## config.mk

```make
export PLATFORM = sky130hd
export DESIGN_NAME = pipeline_ctrl
export DESIGN_NICKNAME = d
export VERILOG_FILES = /design/src/rtl/pipeline_ctrl.sv
export SDC_FILE = /design/constraint.sdc
export NUM_CORES = 1
export LEC_CHECK = 0
export ABC_AREA = 1
export ABC_CLOCK_PERIOD_IN_PS = 2700
export BUFFER_PORTS_ARGS = -buffer_cell sky130_fd_sc_hd__buf_2
export CORE_UTILIZATION = 42
export CTS_CLUSTER_SIZE = 20
export DETAILED_ROUTE_END_ITERATION = 10
export GPL_ROUTABILITY_DRIVEN = 0
export GPL_TIMING_DRIVEN = 1
export MAX_ROUTING_LAYER = met4
export REMOVE_ABC_BUFFERS = 1
export SLEW_MARGIN = 20
export SYNTH_ARGS = -nofsm -noshare
export SYNTH_HDL_FRONTEND = slang
export SYNTH_SLANG_ARGS = --single-unit
```

## constraint.sdc

```tcl
create_clock -name clk -period 2.7 [get_ports clk]
set_input_delay 0.81 -clock clk [delete_from_list [all_inputs] [get_ports clk]]
set_output_delay 0.81 -clock clk [all_outputs]
set_load 0.005 [all_outputs]
```

## src/rtl/pipeline_ctrl.sv

```systemverilog
`default_nettype none
// ============================================================================
//  Module      : pipeline_ctrl
//  Description : Central pipeline sequencer for the 5-stage 16-bit CPU.
//                Generates PC / pipeline-register write enables, the stage0
//                NOP-insert (flush) and stage1 bubble controls. Resolves
//                load-use hazards, taken-branch squashes and I/D cache-miss
//                freezes with a small FSM. Also keeps a saturating stall
//                counter and a sticky miss watchdog.
//  Ports       : clk, rst (async, active-low)
//                id_rs_addr/id_rt_addr/id_uses_rt   - ID-stage source operands
//                ex_mem_read/ex_rd_addr             - EX-stage load + dest
//                ex_branch_taken                    - branch resolved taken
//                icache_miss/dcache_miss/mem_ready  - memory-system status
//                pc_we, s0_we..s3_we, s0_flush, s1_bubble - pipeline controls
//                ctrl_state, stall_cycles, timeout_err    - status
//  Revision    : 1.0 - initial release
// ============================================================================
module pipeline_ctrl #(
   parameter bit          R0_ZERO = 1'b1,
   parameter int unsigned TIMEOUT = 255
) (
   input  logic        clk,
   input  logic        rst,
   input  logic [3:0]  id_rs_addr,
   input  logic [3:0]  id_rt_addr,
   input  logic        id_uses_rt,
   input  logic        ex_mem_read,
   input  logic [3:0]  ex_rd_addr,
   input  logic        ex_branch_taken,
   input  logic        icache_miss,
   input  logic        dcache_miss,
   input  logic        mem_ready,
   output logic        pc_we,
   output logic        s0_we,
   output logic        s1_we,
   output logic        s2_we,
   output logic        s3_we,
   output logic        s0_flush,
   output logic        s1_bubble,
   output logic [1:0]  ctrl_state,
   output logic [15:0] stall_cycles,
   output logic        timeout_err
);

   localparam logic [7:0] c_TIMEOUT = TIMEOUT[7:0];

   typedef enum logic [1:0] {
      RUN         = 2'd0,
      IMISS       = 2'd1,
      IMISS_ABORT = 2'd2,
      DMISS       = 2'd3
   } state_t;

   state_t      r_state;
   state_t      w_next;
   logic [7:0]  r_miss_cnt;
   logic [7:0]  w_miss_inc;
   logic [15:0] r_stall;
   logic        r_timeout;

   logic w_load_use;
   logic w_freeze;
   logic w_fetch_hold;

   assign w_load_use = ex_mem_read
                     & ((ex_rd_addr == id_rs_addr) | (id_uses_rt & (ex_rd_addr == id_rt_addr)))
                     & ~(R0_ZERO & (ex_rd_addr == 4'd0));

   // A D-miss in any state stalls everything, including an in-flight I-miss.
   assign w_freeze     = dcache_miss | ((r_state == DMISS) & ~mem_ready);
   assign w_fetch_hold = (((r_state == IMISS) | (r_state == IMISS_ABORT)) & ~mem_ready)
                       | ((r_state == RUN) & icache_miss);

   // Mealy control outputs, forced inactive while reset is asserted
   always_comb begin
      pc_we     = 1'b1;
      s0_we     = 1'b1;
      s1_we     = 1'b1;
      s2_we     = 1'b1;
      s3_we     = 1'b1;
      s0_flush  = 1'b0;
      s1_bubble = 1'b0;
      if (!rst) begin
         pc_we = 1'b0;
         s0_we = 1'b0;
         s1_we = 1'b0;
         s2_we = 1'b0;
         s3_we = 1'b0;
      end else if (w_freeze) begin
         pc_we = 1'b0;
         s0_we = 1'b0;
         s1_we = 1'b0;
         s2_we = 1'b0;
         s3_we = 1'b0;
      end else if (ex_branch_taken) begin
         s0_flush  = 1'b1;
         s1_bubble = 1'b1;
      end else begin
         if (w_fetch_hold) begin
            pc_we    = 1'b0;
            s0_flush = 1'b1;
         end
         // Load-use hold overrides the fetch-hold flush: the ID instruction
         // must be kept, not replaced by a NOP.
         if (w_load_use) begin
            pc_we     = 1'b0;
            s0_we     = 1'b0;
            s0_flush  = 1'b0;
            s1_bubble = 1'b1;
         end
      end
   end

   always_comb begin
      w_next = r_state;
      case (r_state)
         RUN: begin
            if (dcache_miss)          w_next = DMISS;
            else if (ex_branch_taken) w_next = RUN;   // wrong-path I-miss dropped
            else if (icache_miss)     w_next = IMISS;
         end
         IMISS: begin
            if (mem_ready)                         w_next = RUN;
            else if (ex_branch_taken && !w_freeze) w_next = IMISS_ABORT;
         end
         IMISS_ABORT: if (mem_ready) w_next = RUN;
         DMISS:       if (mem_ready) w_next = RUN;
         default:     w_next = RUN;
      endcase
   end

   assign w_miss_inc = (r_miss_cnt == 8'hFF) ? 8'hFF : (r_miss_cnt + 8'd1);

   always_ff @(posedge clk or negedge rst) begin
      if (!rst) begin
         r_state    <= RUN;
         r_miss_cnt <= 8'd0;
         r_stall    <= 16'd0;
         r_timeout  <= 1'b0;
      end else begin
         r_state <= w_next;
         if (!pc_we && (r_stall != 16'hFFFF))
            r_stall <= r_stall + 16'd1;
         // Every cycle spent outside RUN counts, including the refill cycle.
         if ((r_state != RUN) && (w_miss_inc == c_TIMEOUT))
            r_timeout <= 1'b1;
         if (w_next == RUN)
            r_miss_cnt <= 8'd0;
         else if (r_state != RUN)
            r_miss_cnt <= w_miss_inc;
      end
   end

   assign ctrl_state   = r_state;
   assign stall_cycles = r_stall;
   assign timeout_err  = r_timeout;

endmodule
`default_nettype wire

```

==> metrics.csv, run 1 <==
stage;metric;value;unit
sta;Max Clock Skew;2.426;ps
sta;Pins Over Slew Limit;0;
worst_setup_path;Worst Path Arrival;1770;ps
pwr;Leak Pwr;1.216;nW
worst_setup_path;Max Fanout on Critical Path;6;
clock_tree;H-tree depth;1;
yosys;sequential share of the synthesized area;34.39;%
outcome;status;finished, final reports clean;
finish;most frequent cells in the layout;87 x nand2_1, 45 x buf_2, 30 x inv_1, 30 x nand3_1, 26 x dfrtp_1;
clock_tree;CTS sink cnt;27;
sta;Final Hold Viols;0;
sta;Tightest Pin Transition;504.9;ps
clock_tree;CTS tree;built;
yosys;Cell Area, Synth;1964;sq um
clock_tree;Hold Buf Count CTS;0;
global_routing;first-pass GRT wire length;7714;um
finish;nets@finish;354;
clock_tree;CTS Buf Count;3;
worst_setup_path;CP cell instances;inv_2, ha_1, inv_2, o21a_1, or2_1, nand3_2, inv_1, buf_2;
floorplanning;core area;4414;sq um
sta;Min Clock Period, post-route;2578;ps
yosys;synth warn;0;
clock_tree;CTS root buffer;clkbuf_8;
pwr;Sw Ratio;42.28;%
sta;Slew HR;66.21;%
worst_setup_path;crit end category;output port;
floorplanning;I/O pins;46;
sta;Final period util;95.47;%
yosys;Post-Synthesis Cells;280;
routing;via-per-instance ratio;4.860;
global_routing;GRT overflow;0;
pwr;sw power;0.0006217;W
worst_setup_path;Crit path max-delay family;flip-flops;
routing;routed length per instance;11.60;um
pwr;Gate power share;43.1;%
pwr;Seq pwr share;40.7;%
pwr;Clk pwr share;16.2;%
floorplanning;Initial Utilization;44.50;%
yosys;Yosys cell types;28;
global_routing;all-layer global routing usage;19.48;%
floorplanning;die width;70.39;um
clock_tree;Longest Clk Path Bufs;2;
worst_setup_path;cell mode on critical path;inv_2;
worst_setup_path;peak per-stage delay on the critical path;460;ps
pwr;Max rail drop VDD;353.7;uV
routing;post-route DRC violation count;0;
routing;Initial DRT Pass Iterations;4;
worst_setup_path;CP Data Required Time;1890;ps
floorplanning;Site Rows;24;
sta;unrepaired setup endpoints after global routing;no;
clock_tree;clk slew on worst S/H paths;100;ps
worst_setup_path;worst path buffer plus inverter count;4;
sta;fmax;387.9;MHz
placed_design;Detail Placement HPWL;3329;um
worst_setup_path;Critical Path Slowest Stage Cell;dfrtp_2;
yosys;#FFs+latches synth;27;
worst_setup_path;Startpoint Class;register;
sta;final worst slack;122.3;ps
finish;layout cells sized above 1;20.55;%
routing;final WL;4384;um
floorplanning;chip height;70.39;um
finish;synth-to-layout area growth;16.43;%
pwr;Internal;0.0008489;W
routing;1st-iter DRT viols;75;
placed_design;Port Buffers;45;
finish;commonest non-fill, non-tap cell in the layout;nand2_1;
sta;Final setup viols;0;
worst_setup_path;critical path class;register to output port;
min_path;Worst Hold Class;register to register;
run;MaxCap Viol Count;0;
pwr;cell area power density;643.0;nW/um^2
finish;final instance area;2287;sq um
routing;post-route ant nets;0;
global_routing;largest net degree at the start of global routing;28;
placed_design;DP Area;2237;sq um
global_routing;initial antenna violation count;0;
global_routing;vias in the first global route;1735;
routing;Via Count;1837;
placed_design;post-placement setup slack;168.4;ps
finish;Inserted Diodes;0;
yosys;average cell area after synthesis;7.016;sq um
sta;Setup TNS Final;0;ps
clock_tree;Clock Latency Late Sink;270;ps
finish;Util after Layout;51.81;%
floorplanning;Die Area;4955;sq um
==> cell type report <==
type | instances | area [sq um]
well taps | 52 | 65.06
inverters | 36 | 135.1
flip-flops and latches | 27 | 676.9
clock inverters | 1 | 7.507
repair buffers | 48 | 247.7
multi-input cells | 211 | 1114
clock buffers | 3 | 41.29
fillers | 441 | 2127
==> path summary, 6_finish.rpt <==
kind	from	to	slack, ps	cells past startpoint
setup / recovery	ctrl_state[1]	pc_we	120	8
hold / removal	timeout_err	timeout_err	480	2
setup reg to reg	ctrl_state[1]	stall_cycles[13]	710	10
hold reg to reg	timeout_err	timeout_err	480	2
max in group asynchronous	rst	ctrl_state[1]	1860	2
min in group asynchronous	rst	ctrl_state[0]	550	2
==> power groups by stage <==
stage | clock network [W] | logic [W] | registers (W)
after floorplan | 0 | 0.000425 | 0.000587
after global placement | 0 | 0.000632 | 0.000600
after detailed placement | 0 | 0.000636 | 0.000604
after CTS | 0.000253 | 0.000640 | 0.000595
after global routing | 0.000271 | 0.000732 | 0.000617
final | 0.000238 | 0.000634 | 0.000598
==> metal layers <==
metal	routed length [um]	track usage, %
met3	178	3.608
met2	2094	31.85
met4	8	2.889
met5	0	-
met1	2103	25.64
==> cell usage after synthesis <==
| cell type | count | area [sq um] |
|---|---|---|
| o21bai_1 | 1 | 7.510 |
| o21ai_0 | 5 | 25.02 |
| nand3_2 | 2 | 20.02 |
| nand2_1 | 87 | 326.6 |
| nor3_1 | 5 | 25.02 |
| xnor2_1 | 10 | 87.58 |
| xor2_1 | 11 | 96.34 |
| inv_2 | 4 | 15.01 |
| nor3_2 | 1 | 10.01 |
| nor2_4 | 2 | 22.52 |
| nand4_1 | 5 | 31.28 |
| buf_6 | 1 | 11.26 |
| nand2_2 | 1 | 6.260 |
| nand3_1 | 30 | 150.1 |
| o21a_1 | 1 | 7.510 |
| nand3_4 | 1 | 17.52 |
| a21boi_0 | 1 | 7.510 |
| ha_1 | 7 | 87.58 |
| a31oi_1 | 1 | 6.260 |
| clkbuf_1 | 1 | 3.750 |
| buf_4 | 2 | 15.01 |
| buf_2 | 2 | 10.01 |
| inv_1 | 32 | 120.1 |
| nor2_1 | 23 | 86.33 |
| a21oi_1 | 15 | 75.07 |
| dfrtp_1 | 27 | 675.7 |
| nand2_4 | 1 | 11.26 |
| or2_1 | 1 | 6.260 |
==> kinds of logic (layout without fill, tap and decap cells) <==
family                     after synthesis  in the layout  synth area share, %
adders and majority gates                7              7                4.458
AOI/OAI and AO/OA                       24             24                6.561
DFF                                     27             27                34.40
buffers and inverters                   42             88                8.917
xor gates and xnor gates                21             21                9.363
and+or+nand+nor                        159            159                36.31
==> registers in the layout, summed over array words and instances, names as in the netlist <==
name	count
r_miss_cnt	8
stall_cycles	16
timeout_err	1
ctrl_state	2
==> timing repair <==
item,4_1_cts,5_1_grt
buffers inserted,0,0
resized for setup,0,3
endpoints found under the hold margin,0,0
endpoints found under the setup margin,0,1
==> worst min-delay path, stage by stage, from the launching register on <==
cell and delay (ps):
dfrtp_1 360, inv_1 40, nand2_1 50
==> per-stage QoR <==
| step | total power, W | instances | hold slack (ps) |
|---|---|---|---|
| after floorplan | 0.001013 | 274 | 457.4 |
| after CTS | 0.001488 | 378 | 484.6 |
| final | 0.001471 | 378 | 480.4 |
| after detailed placement | 0.001240 | 374 | 458.3 |
| after global routing | 0.001620 | 378 | 509.4 |
| after global placement | 0.001233 | 374 | 450.4 |
Power figures use the tool's default switching activity.
==> run 2: changes to the inputs <==
--- a/config.mk
+++ b/config.mk
@@ -15,6 +15,7 @@
 export GPL_TIMING_DRIVEN = 1
 export MAX_ROUTING_LAYER = met4
 export REMOVE_ABC_BUFFERS = 1
+export SETUP_SLACK_MARGIN = 0.15
 export SLEW_MARGIN = 20
 export SYNTH_ARGS = -nofsm -noshare
 export SYNTH_HDL_FRONTEND = slang
==> run 2 against run 1 <==
  * Power rose by 8.8%
  * Utilization rose by 3.7 points
  * Clock skew fell by 1.0 ps
  * Wire length rose by 4.0%
  * Final cell count rose by 1.6%
  * First-iteration DRC count rose by 6.7%
  * Setup slack improved by 86 ps
  * Non-clock buffer count rose by 6
  * Die area did not move
  * Critical path depth rose by 1
  * Critical endpoint unchanged
==> metrics.csv, run 2 (synthesized netlist as in run 1, its figures left out) <==
stage;metric;value;unit;change
pwr;Leak Pwr;1.260;nW;was 1.216 nW
finish;final instance area;2449;sq um;was 2287 sq um
sta;Max Clock Skew;1.424;ps;was 2.426 ps
routing;post-route ant nets;0;;unchanged
clock_tree;CTS root buffer;clkbuf_8;;unchanged
floorplanning;Initial Utilization;44.50;%;unchanged
global_routing;initial antenna violation count;0;;unchanged
floorplanning;chip height;70.39;um;unchanged
worst_setup_path;Max Fanout on Critical Path;2;;was 6
worst_setup_path;Startpoint Class;input port;;was register
finish;max reg flops;16;;unchanged
worst_setup_path;critical path launch point;id_rs_addr[3];;was ctrl_state[1]
global_routing;all-layer global routing usage;19.79;%;was 19.48%
pwr;cell area power density;653.7;nW/um^2;was 643.0 nW/um^2
floorplanning;die width;70.39;um;unchanged
sta;Slew HR;67.15;%;was 66.21%
finish;commonest non-fill, non-tap cell in the layout;nand2_1;;unchanged
finish;register area;676.9;sq um;unchanged
clock_tree;CTS tree;built;;unchanged
routing;routed length per instance;11.87;um;was 11.60 um
sta;Tightest Pin Transition;490.9;ps;was 504.9 ps
routing;Initial DRT Pass Iterations;4;;unchanged
sta;Final Hold Viols;0;;unchanged
placed_design;DP Area;2237;sq um;unchanged
sta;Min Clock Period, post-route;2492;ps;was 2578 ps
worst_setup_path;crit end category;output port;;unchanged
clock_tree;CTS sink cnt;27;;unchanged
floorplanning;Die Area;4955;sq um;unchanged
finish;fillcell total;421;;was 441
floorplanning;core area;4414;sq um;unchanged
finish;most frequent cells in the layout;81 x nand2_1, 39 x buf_2, 29 x nand3_1;;was 87 x nand2_1, 45 x buf_2, 30 x inv_1, 30 x nand3_1, 26 x dfrtp_1
placed_design;Port Buffers;45;;unchanged
floorplanning;I/O pins;46;;unchanged
placed_design;number of placed cells counting well taps;374;;unchanged
clock_tree;CTS Buf Count;3;;unchanged
min_path;Worst Hold Class;register to register;;unchanged
routing;via-per-instance ratio;4.844;;was 4.860
sta;Final setup viols;0;;unchanged
worst_setup_path;CP Data Required Time;1890;ps;about the same
routing;post-route DRC violation count;0;;unchanged
finish;final instance count without filler cells;384;;was 378
clock_tree;Clock Latency Late Sink;270;ps;about the same
min_path;hold path startpoint;timeout_err;;unchanged
sta;Hold Slack;480.5;ps;was 480.4 ps
worst_setup_path;Critical R2R Launch;ctrl_state[0];;was ctrl_state[1]
routing;final WL;4559;um;was 4384 um
finish;layout cells sized above 1;27.41;%;was 20.55%
clock_tree;H-tree depth;1;;unchanged
global_routing;first-pass GRT wire length;7845;um;was 7714 um
sta;fmax;401.3;MHz;was 387.9 MHz
sta;unrepaired setup endpoints after global routing;yes;;was no
global_routing;largest net degree at the start of global routing;28;;unchanged
worst_setup_path;critical path class;input port to output port;;was register to output port
global_routing;GRT overflow;0;;unchanged
pwr;Max rail drop VDD;355.6;uV;was 353.7 uV
run;MaxCap Viol Count;0;;unchanged
clock_tree;Hold Buf Count CTS;0;;unchanged
finish;nets@finish;360;;was 354
clock_tree;clk slew on worst S/H paths;100;ps;about the same
placed_design;Detail Placement HPWL;3329;um;unchanged
floorplanning;Site Rows;24;;unchanged
routing;Via Count;1860;;was 1837
sta;Pins Over Slew Limit;0;;unchanged
worst_setup_path;Worst Path Arrival;1680;ps;was 1770 ps
global_routing;vias in the first global route;1761;;was 1735
routing;1st-iter DRT viols;80;;was 75
outcome;status;finished, final reports clean;;unchanged
finish;Multi-input gate area;1197;sq um;was 1114 sq um
sta;Setup TNS Final;0;ps;unchanged
clock_tree;Longest Clk Path Bufs;2;;unchanged
finish;Inserted Diodes;0;;unchanged
finish;synth-to-layout area growth;24.65;%;was 16.43%
sta;Final period util;92.29;%;was 95.47%
-- run 2: worst paths after layout --
kind | to | slack, ps | depth (start not counted)
hold reg to reg | timeout_err | 480 | 2
setup / recovery | pc_we | 210 | 9
setup reg to reg | r_miss_cnt[7] | 750 | 8
hold / removal | timeout_err | 480 | 2
min in group asynchronous | ctrl_state[0] | 550 | 2
max in group asynchronous | ctrl_state[0] | 1880 | 2
-- run 2: repair_timing --
item	CTS	global route
setup endpoints to repair	1	3
gates resized for setup	4	30
pin swaps	1	10
buffers inserted	4	2
-- run 2: area by class of cell --
class,instances,area share [%]
Clock inverter,1,0.3066
Inverter,36,5.621
Clock buffer,3,1.686
Timing Repair Buffer,54,13.18
Tap cell,52,2.657
Sequential cell,27,27.64
Multi-Input combinational cell,211,48.90
-- run 2: critical path: stages --
cell,delay (ps)
buf_2,110
xor2_2,160
nor2_1,90
nand2_1,70
nand2_2,90
nand3_4,80
nand3_4,120
inv_2,30
buf_2,110
-- run 2: stage by stage --
step | util [%] | setup slack [ps] | total power [W]
2_1_floorplan | - | 209.7 | 0.001013
3_3_place_gp | 50.68 | 176.8 | 0.001233
3_5_place_dp | 50.68 | 168.4 | 0.001240
4_1_cts | 52.75 | 151.7 | 0.001556
5_1_grt | 55.47 | 138.1 | 0.001757
6_report | 55.47 | 208.1 | 0.001601
-- run 2: report_power, final --
part           internal, W  leakage [nW]  switching, W
clock             0.000105        0.0217      0.000135
sequential        0.000487         0.362      0.000109
combinational     0.000344         0.877      0.000421
total             0.000936          1.26      0.000665
-- run 2: layer usage --
| layer | GRT usage, % | wire length [um] | up-vias |
|---|---|---|---|
| met5 | - | 0 | - |
| met4 | 2.889 | 24 | 0 |
| met3 | 3.608 | 158 | 4 |
| met2 | 32.28 | 2288 | 30 |
| met1 | 26.18 | 2087 | 841 |
| li1 | - | - | 985 |
